$ cat src/rtl/counter_pkg.sv
// counter_pkg: shared constants for the modulo counter slice.
//   DEF_WIDTH / DEF_MODULUS : default count register width and modulus
//   DIR_UP / DIR_DOWN       : encoding of the 'up' direction input
// Optional feature macro used by this slice: MOD_COUNTER_SAT_EN
// (saturate at the range ends instead of wrapping).
package counter_pkg;

    localparam int     DEF_WIDTH   = 8;
    localparam longint DEF_MODULUS = 256;

    localparam logic DIR_UP   = 1'b1;
    localparam logic DIR_DOWN = 1'b0;

endpackage

$ cat src/rtl/counter_incdec.sv
// counter_incdec: combinational WIDTH-bit +/-1 unit.
//   a     : operand
//   up    : DIR_UP adds one, DIR_DOWN subtracts one
//   sum   : WIDTH-bit result (natural roll-over)
//   carry : carry out when incrementing, borrow out when decrementing
module counter_incdec
    import counter_pkg::*;
#(
    parameter int WIDTH = DEF_WIDTH
) (
    input  logic [WIDTH-1:0] a,
    input  logic             up,
    output logic [WIDTH-1:0] sum,
    output logic             carry
);

    localparam logic [WIDTH:0] ONE = {{WIDTH{1'b0}}, 1'b1};

    always_comb begin
        // The extra top bit captures carry (add) or borrow (subtract),
        // so nothing leaks into the WIDTH-bit result.
        if (up == DIR_UP) begin
            {carry, sum} = {1'b0, a} + ONE;
        end else begin
            {carry, sum} = {1'b0, a} - ONE;
        end
    end

endmodule

$ cat src/rtl/mod_counter.sv
// mod_counter: up/down modulo-MODULUS counter with load, wrap pulse and
// sticky overflow flag.
//   clk      : clock, all state changes on the rising edge
//   reset    : asynchronous active-low reset (clears count, wrap, ovf)
//   en       : step enable
//   up       : direction (DIR_UP = increment, DIR_DOWN = decrement)
//   load     : synchronous load strobe, highest priority
//   load_val : value to load, clamped to MODULUS-1
//   count    : registered count, 0..MODULUS-1
//   wrap     : registered one-cycle pulse after a boundary step
//   ovf      : registered sticky boundary flag, cleared by load or reset
// Macro MOD_COUNTER_SAT_EN: when defined, a boundary step holds the count
// at the range end instead of wrapping; wrap/ovf behave the same.
module mod_counter
    import counter_pkg::*;
#(
    parameter int     WIDTH   = DEF_WIDTH,
    parameter longint MODULUS = DEF_MODULUS
) (
    input  logic             clk,
    input  logic             reset,
    input  logic             en,
    input  logic             up,
    input  logic             load,
    input  logic [WIDTH-1:0] load_val,
    output logic [WIDTH-1:0] count,
    output logic             wrap,
    output logic             ovf
);

    // MODULUS may be 2**WIDTH, so it needs one extra bit.
    localparam logic [WIDTH:0]   MOD_W      = MODULUS[WIDTH:0];
    localparam logic [WIDTH:0]   MOD_M1     = MOD_W - {{WIDTH{1'b0}}, 1'b1};
    localparam logic [WIDTH-1:0] MAX        = MOD_M1[WIDTH-1:0];
    localparam bit               FULL_RANGE = (MOD_W == {1'b1, {WIDTH{1'b0}}});

    logic [WIDTH-1:0] step_val;
    logic             step_carry;
    logic             at_max;
    logic             at_min;
    logic             boundary;
    logic [WIDTH-1:0] load_clamped;
    logic [WIDTH-1:0] next_count;

    counter_incdec #(.WIDTH(WIDTH)) u_incdec (
        .a     (count),
        .up    (up),
        .sum   (step_val),
        .carry (step_carry)
    );

    assign at_max = (count == MAX);
    assign at_min = (count == '0);

    // With a full-range modulus the range ends are exactly where the
    // incrementer carries/borrows, so the carry is the boundary detect.
    always_comb begin
        if (FULL_RANGE) begin
            boundary = en && step_carry;
        end else begin
            boundary = en && ((up == DIR_UP) ? at_max : at_min);
        end
    end

    assign load_clamped = ({1'b0, load_val} < MOD_W) ? load_val : MAX;

    always_comb begin
        next_count = count;
        if (load) begin
            next_count = load_clamped;
        end else if (en) begin
            if (boundary) begin
`ifdef MOD_COUNTER_SAT_EN
                next_count = count;
`else
                next_count = (up == DIR_UP) ? '0 : MAX;
`endif
            end else begin
                next_count = step_val;
            end
        end
    end

    always_ff @(posedge clk or negedge reset) begin
        if (!reset) begin
            count <= '0;
            wrap  <= 1'b0;
            ovf   <= 1'b0;
        end else begin
            count <= next_count;
            wrap  <= !load && boundary;
            ovf   <= load ? 1'b0 : (ovf || boundary);
        end
    end

endmodule

$ cat config.mk
export PLATFORM = sky130hd
export DESIGN_NAME = mod_counter
export DESIGN_NICKNAME = d
export VERILOG_FILES = /design/src/rtl/counter_pkg.sv /design/src/rtl/counter_incdec.sv /design/src/rtl/mod_counter.sv
export SDC_FILE = /design/constraint.sdc
export NUM_CORES = 1
export LEC_CHECK = 0
export BUFFER_PORTS_ARGS = -buffer_cell sky130_fd_sc_hd__buf_2
export CAP_MARGIN = 20
export CORE_MARGIN = 3
export CORE_UTILIZATION = 45
export CTS_BUF_LIST = sky130_fd_sc_hd__clkbuf_8
export DETAILED_ROUTE_END_ITERATION = 6
export PLACE_DENSITY = 0.8
export SLEW_MARGIN = 20
export SYNTH_ARGS = -nofsm -noshare
export SYNTH_HDL_FRONTEND = slang
export SYNTH_SLANG_ARGS = --single-unit
$ cat constraint.sdc
create_clock -name clk -period 2.3 [get_ports clk]
set_input_delay 0.23 -clock clk [delete_from_list [all_inputs] [get_ports clk]]
set_output_delay 0.23 -clock clk [all_outputs]
set_load 0.01 [all_outputs]
Word level (Yosys, flattened, before mapping)
Index checks and enable logic that the tools add are counted.
W data, S select, Z words.
{"block": "totals", "in_bits": 13, "reg_bits": 10}
{"block": "op_classes", "mux": 7, "reduce_logical": 5, "n_addsub": 2}
{"op": "$mux W8", "n": 5}
{"op": "$add A8 B1 Y9 const B", "n": 1}
{"op": "$sub A8 B1 Y9 const B", "n": 1}
{"op": "$logic_and A1 B1 Y1", "n": 2}
{"op": "$mux W1", "n": 2}
{"op": "$reduce_bool A2 Y1", "n": 1}
{"op": "$logic_not A1 Y1", "n": 1}
{"op": "$logic_or A1 B1 Y1", "n": 1}

Logic depth before layout (Yosys ltp)
{"block": "depth", "ltp_word": 6, "ltp_mapped": 7, "mapped_depth_nobuf": 7}

By module
From an unflattened synthesis, not the netlist that was laid out.
{"block": "unflattened", "cells_unflattened": 80, "hier_area_um2": 713.2}
{"mod": "mod_counter", "seq_area_each_um2": 250.2, "n_inst": 1, "area_each_um2": 491.7, "cells_per_inst": 48}
{"mod": "counter_incdec", "seq_area_each_um2": 0.0, "n_inst": 1, "area_each_um2": 221.5, "cells_per_inst": 32}

Worst setup path before layout
OpenSTA, ideal clock, no wires.
{"block": "synth_path", "path_kind": "register -> register", "start": "register count[2]", "end": "register count[7]", "synth_period_minus_slack_ps": 1857, "n_path_buf": 1, "slack_ps": 443, "path_stages_with_launch": 7, "t_arrival_ps": 1736, "cell_sequence": "dfrtp_1 buf_2 or4_4 nor3_4 a22oi_2 a31o_1 a22o_1"}
{"block": "synth_between", "elab_chain_cells": 6, "word_cells_on_any_way": 8, "classes_between": "add/sub: 2; mux: 5; reduce/logical: 1"}
{"element": "start, declared", "line_no": "mod_counter.sv:26", "source": "output logic [WIDTH-1:0] count,"}
{"element": "start signal, assigned", "line_no": "mod_counter.sv:90", "source": "count <= next_count;"}
{"element": "$sub A8 B1 Y9 or $add A8 B1 Y9 (tied branches)", "line_no": "counter_incdec.sv:25, counter_incdec.sv:23"}
{"element": "$mux W1", "line_no": "counter_incdec.sv:22", "source": "if (up == DIR_UP) begin"}
{"element": "$logic_and A1 B1 Y1", "line_no": "mod_counter.sv:59", "source": "boundary = en && step_carry;"}
{"element": "$mux W8 *", "line_no": "mod_counter.sv:72", "source": "if (boundary) begin"}
{"element": "$mux W8 *", "line_no": "mod_counter.sv:71", "source": "end else if (en) begin"}
{"element": "$mux W8 *", "line_no": "mod_counter.sv:69", "source": "if (load) begin"}
Every way passes the cells marked *; elsewhere a longest branch is shown, timed or not. The select of a mux whose other input is x is not followed.
A chain may end at the register's enable or synchronous reset.

Worst setup path in the final report
{"block": "layout_path", "start": "register count[0]", "end": "register count[5]"}
The elaborated chain is that of the path after synthesis.

==> metrics.txt <==
area grow syn2layout 20.9%; DIE AREA about 2300 sq um; Area contributors post-synth dfrtp_1, o21ai_0, nand2_1; syn_nets 111; htree depth 1; final worst-path cycle share 86.8%; Longest Clk Path Bufs 2; Hold Crit Class in2reg; Post-synth EDFFs 0; Post-Layout Cell Count 140; Final Hold Viols 0; Final HPWL DP between 1000 and 1500 um; leakage dissipation around 0.43 nW; pin count of the biggest net entering global routing 17; Synth top area share 31.4%; initial antenna violation count 0; Vias/cell slightly below 6; global-route wire length before repair 3100 um; FF-to-FF Start count[0]; antenna-violating nets left 0; sequential share of power between 30 and 40%; status finished, final reports clean; Period minus WS final about 2.0 ns; Worst R2R Path Depth 6; crit path max fanout 7; hold path cells 3; Max Cap Viol 0; Core ar. approximately 1600 sq um; Worst-path clk slew 0.05 ns; synthesized area around 800 sq um; NumNets Final ~130; clk sink count 10; die height between 40 and 50 um; drt drc 0; Least-Margin Pin Slew 0.631 ns; required time worst endpoint between 2 and 2.5 ns; Clk pwr share 35.2%; worst r2r dst count[5]; Total Routing Usage GR roughly a fifth; ys flop type dfrtp_1; largest area contributor in the netlist dfrtp_1; commonest non-fill, non-tap cell in the layout buf_2; row count 14; total power approximately 0.63 mW; overflow left after global routing 0; hold wc startpoint load_val[1]; WL/cell ~14 um; setup violators final 0; Slew Viols, Final 0; Distinct cells, synth 40; Power Density about 660 nW/um^2; Setup Skew between 0.005 and 0.006 ns; Comb pwr share around a quarter; initial core utilization around half; Port Buffers 22; Net Switching between 0.2 and 0.25 mW; Hold Buf Count CTS 1; Sum Neg Setup Slack 0 ns; FF-to-FF setup slack slightly above 0.3 ns; Worst EP arrival roughly 2.1 ns; Worst-Skew Late Latency between 0.2 and 0.25 ns; register area share after synthesis between 30% and 40%; Mean Syn Cell Area just over 8 sq um; CP max stage cell a41oi_1; most frequent cells in the layout buf_2, dfrtp_1, nand2_1, nor2_1, o21ai_0; Die Wd 48.1 um; Yosys reg bits 10; critical-path cell list inv_1 -> ha_1 -> nor3b_1 -> a41oi_1 -> o31ai_1 -> a22o_1; First-pass DRT Iterations 5; gpl congestion just over 0.9; Worst path max stage delay roughly 0.57 ns; RSZ-0062 raised after global routing no; Sw Ratio between 30% and 40%; share of cells above drive strength 1 a little under 30%; Mapped Cells 96; Post-Route WL a little over 2000 um; CTS tree built; dpl cells 135; Int Pwr ~0.42 mW; initial drt markers 29; Fmax 0.501 GHz; # diodes 0; CTS buffer count 3; ys async rst share 100%; vias in the first global route a little under 700; hold_ws 0.198 ns; slew margin rel. between 50% and 60%; critical path class reg2reg; Top-Level Pins 23; CP startpoint kind flip-flop; vias post-DR around 840; Critical Path Sink Type flip-flop; Post-CTS Setup Inserts 0; Peak VDD IR about 300 uV; Syn. warnings 0; Hold EP count[1]; Root Driver clkbuf_8; # resized after CTS 0
==> cell families (layout without fill, tap and decap cells) <==
family	count (synthesis)	count (layout)	share of synthesized area, %
AND/OR/NAND/NOR	35	35	25.6
flip-flops	10	10	31.4
adder cells (fa/ha/maj)	2	2	3.14
buffers and inverters	12	32	7.22
AO/OA/AOI/OAI	37	37	32.7
==> layout make-up <==
class | instances | area [sq um]
fillers | 135 | 631
multi-input cells | 74 | 489
flip-flops and latches | 10 | 250
repair buffers | 23 | 120
clock buffers | 4 | 55.1
well taps | 24 | 30.0
inverters | 5 | 18.8
==> worst max path at each step <==
stage	startpoint	endpoint	slack, ns	cells past startpoint
final	count[0]	count[5]	0.30	6
after global routing	count[2]	count[7]	0.19	5
after CTS	count[0]	count[7]	0.31	6
after detailed placement	count[0]	count[7]	0.33	6
after global placement	count[2]	count[7]	0.41	5
after floorplan	count[2]	count[7]	0.44	6
==> critical path, delay by kind of cell (launching register included) <==
| family | cells | cell delay [ns] |
|---|---|---|
| compound gates | 3 | 0.94 |
| fa+ha+maj | 1 | 0.24 |
| buf+inv | 1 | 0.09 |
| flops | 1 | 0.44 |
| simple gates | 1 | 0.17 |
==> routing by layer <==
| layer | up-vias | track usage, % | wire, um |
|---|---|---|---|
| met3 | 4 | 5.26 | 188 |
| met4 | 0 | 5.91 | 22 |
| met2 | 43 | 29.3 | 907 |
| met1 | 393 | 25.3 | 893 |
| met5 | - | 0 | 0 |
| li1 | 395 | - | - |
==> cell usage after synthesis, types with 2 or more instances <==
library cell and count:
o21ai_0 7, a22o_1 2, nand3_1 2, nand4_1 2
a21oi_1 5, clkbuf_1 2, nor2b_1 2, ha_1 2
nand2_1 9, a21o_1 3, inv_1 5, nor3_1 2
nor2_1 9, o31ai_1 3, a31o_1 2, dfrtp_1 10
o22ai_1 3, buf_2 4
==> through the flow <==
step	utilization [%]	area (sq um)	setup WS [ns]
after floorplan	-	797	0.443
after global placement	56.4	898	0.412
after detailed placement	56.4	898	0.330
after CTS	60.4	963	0.314
after global routing	60.4	963	0.187
final	60.4	963	0.304
==> power groups by stage <==
stage	Clock, mW	Sequential, mW	Combinational [mW]
after floorplan	0	0.235	0.122
after CTS	0.223	0.246	0.162
after global placement	0	0.246	0.156
after global routing	0.232	0.252	0.181
final	0.222	0.247	0.163
after detailed placement	0	0.249	0.160
==> state kept, by name, summed over array words and instances (netlist names) <==
name / count
count: 8
ovf: 1
wrap: 1
Power figures use the tool's default switching activity.
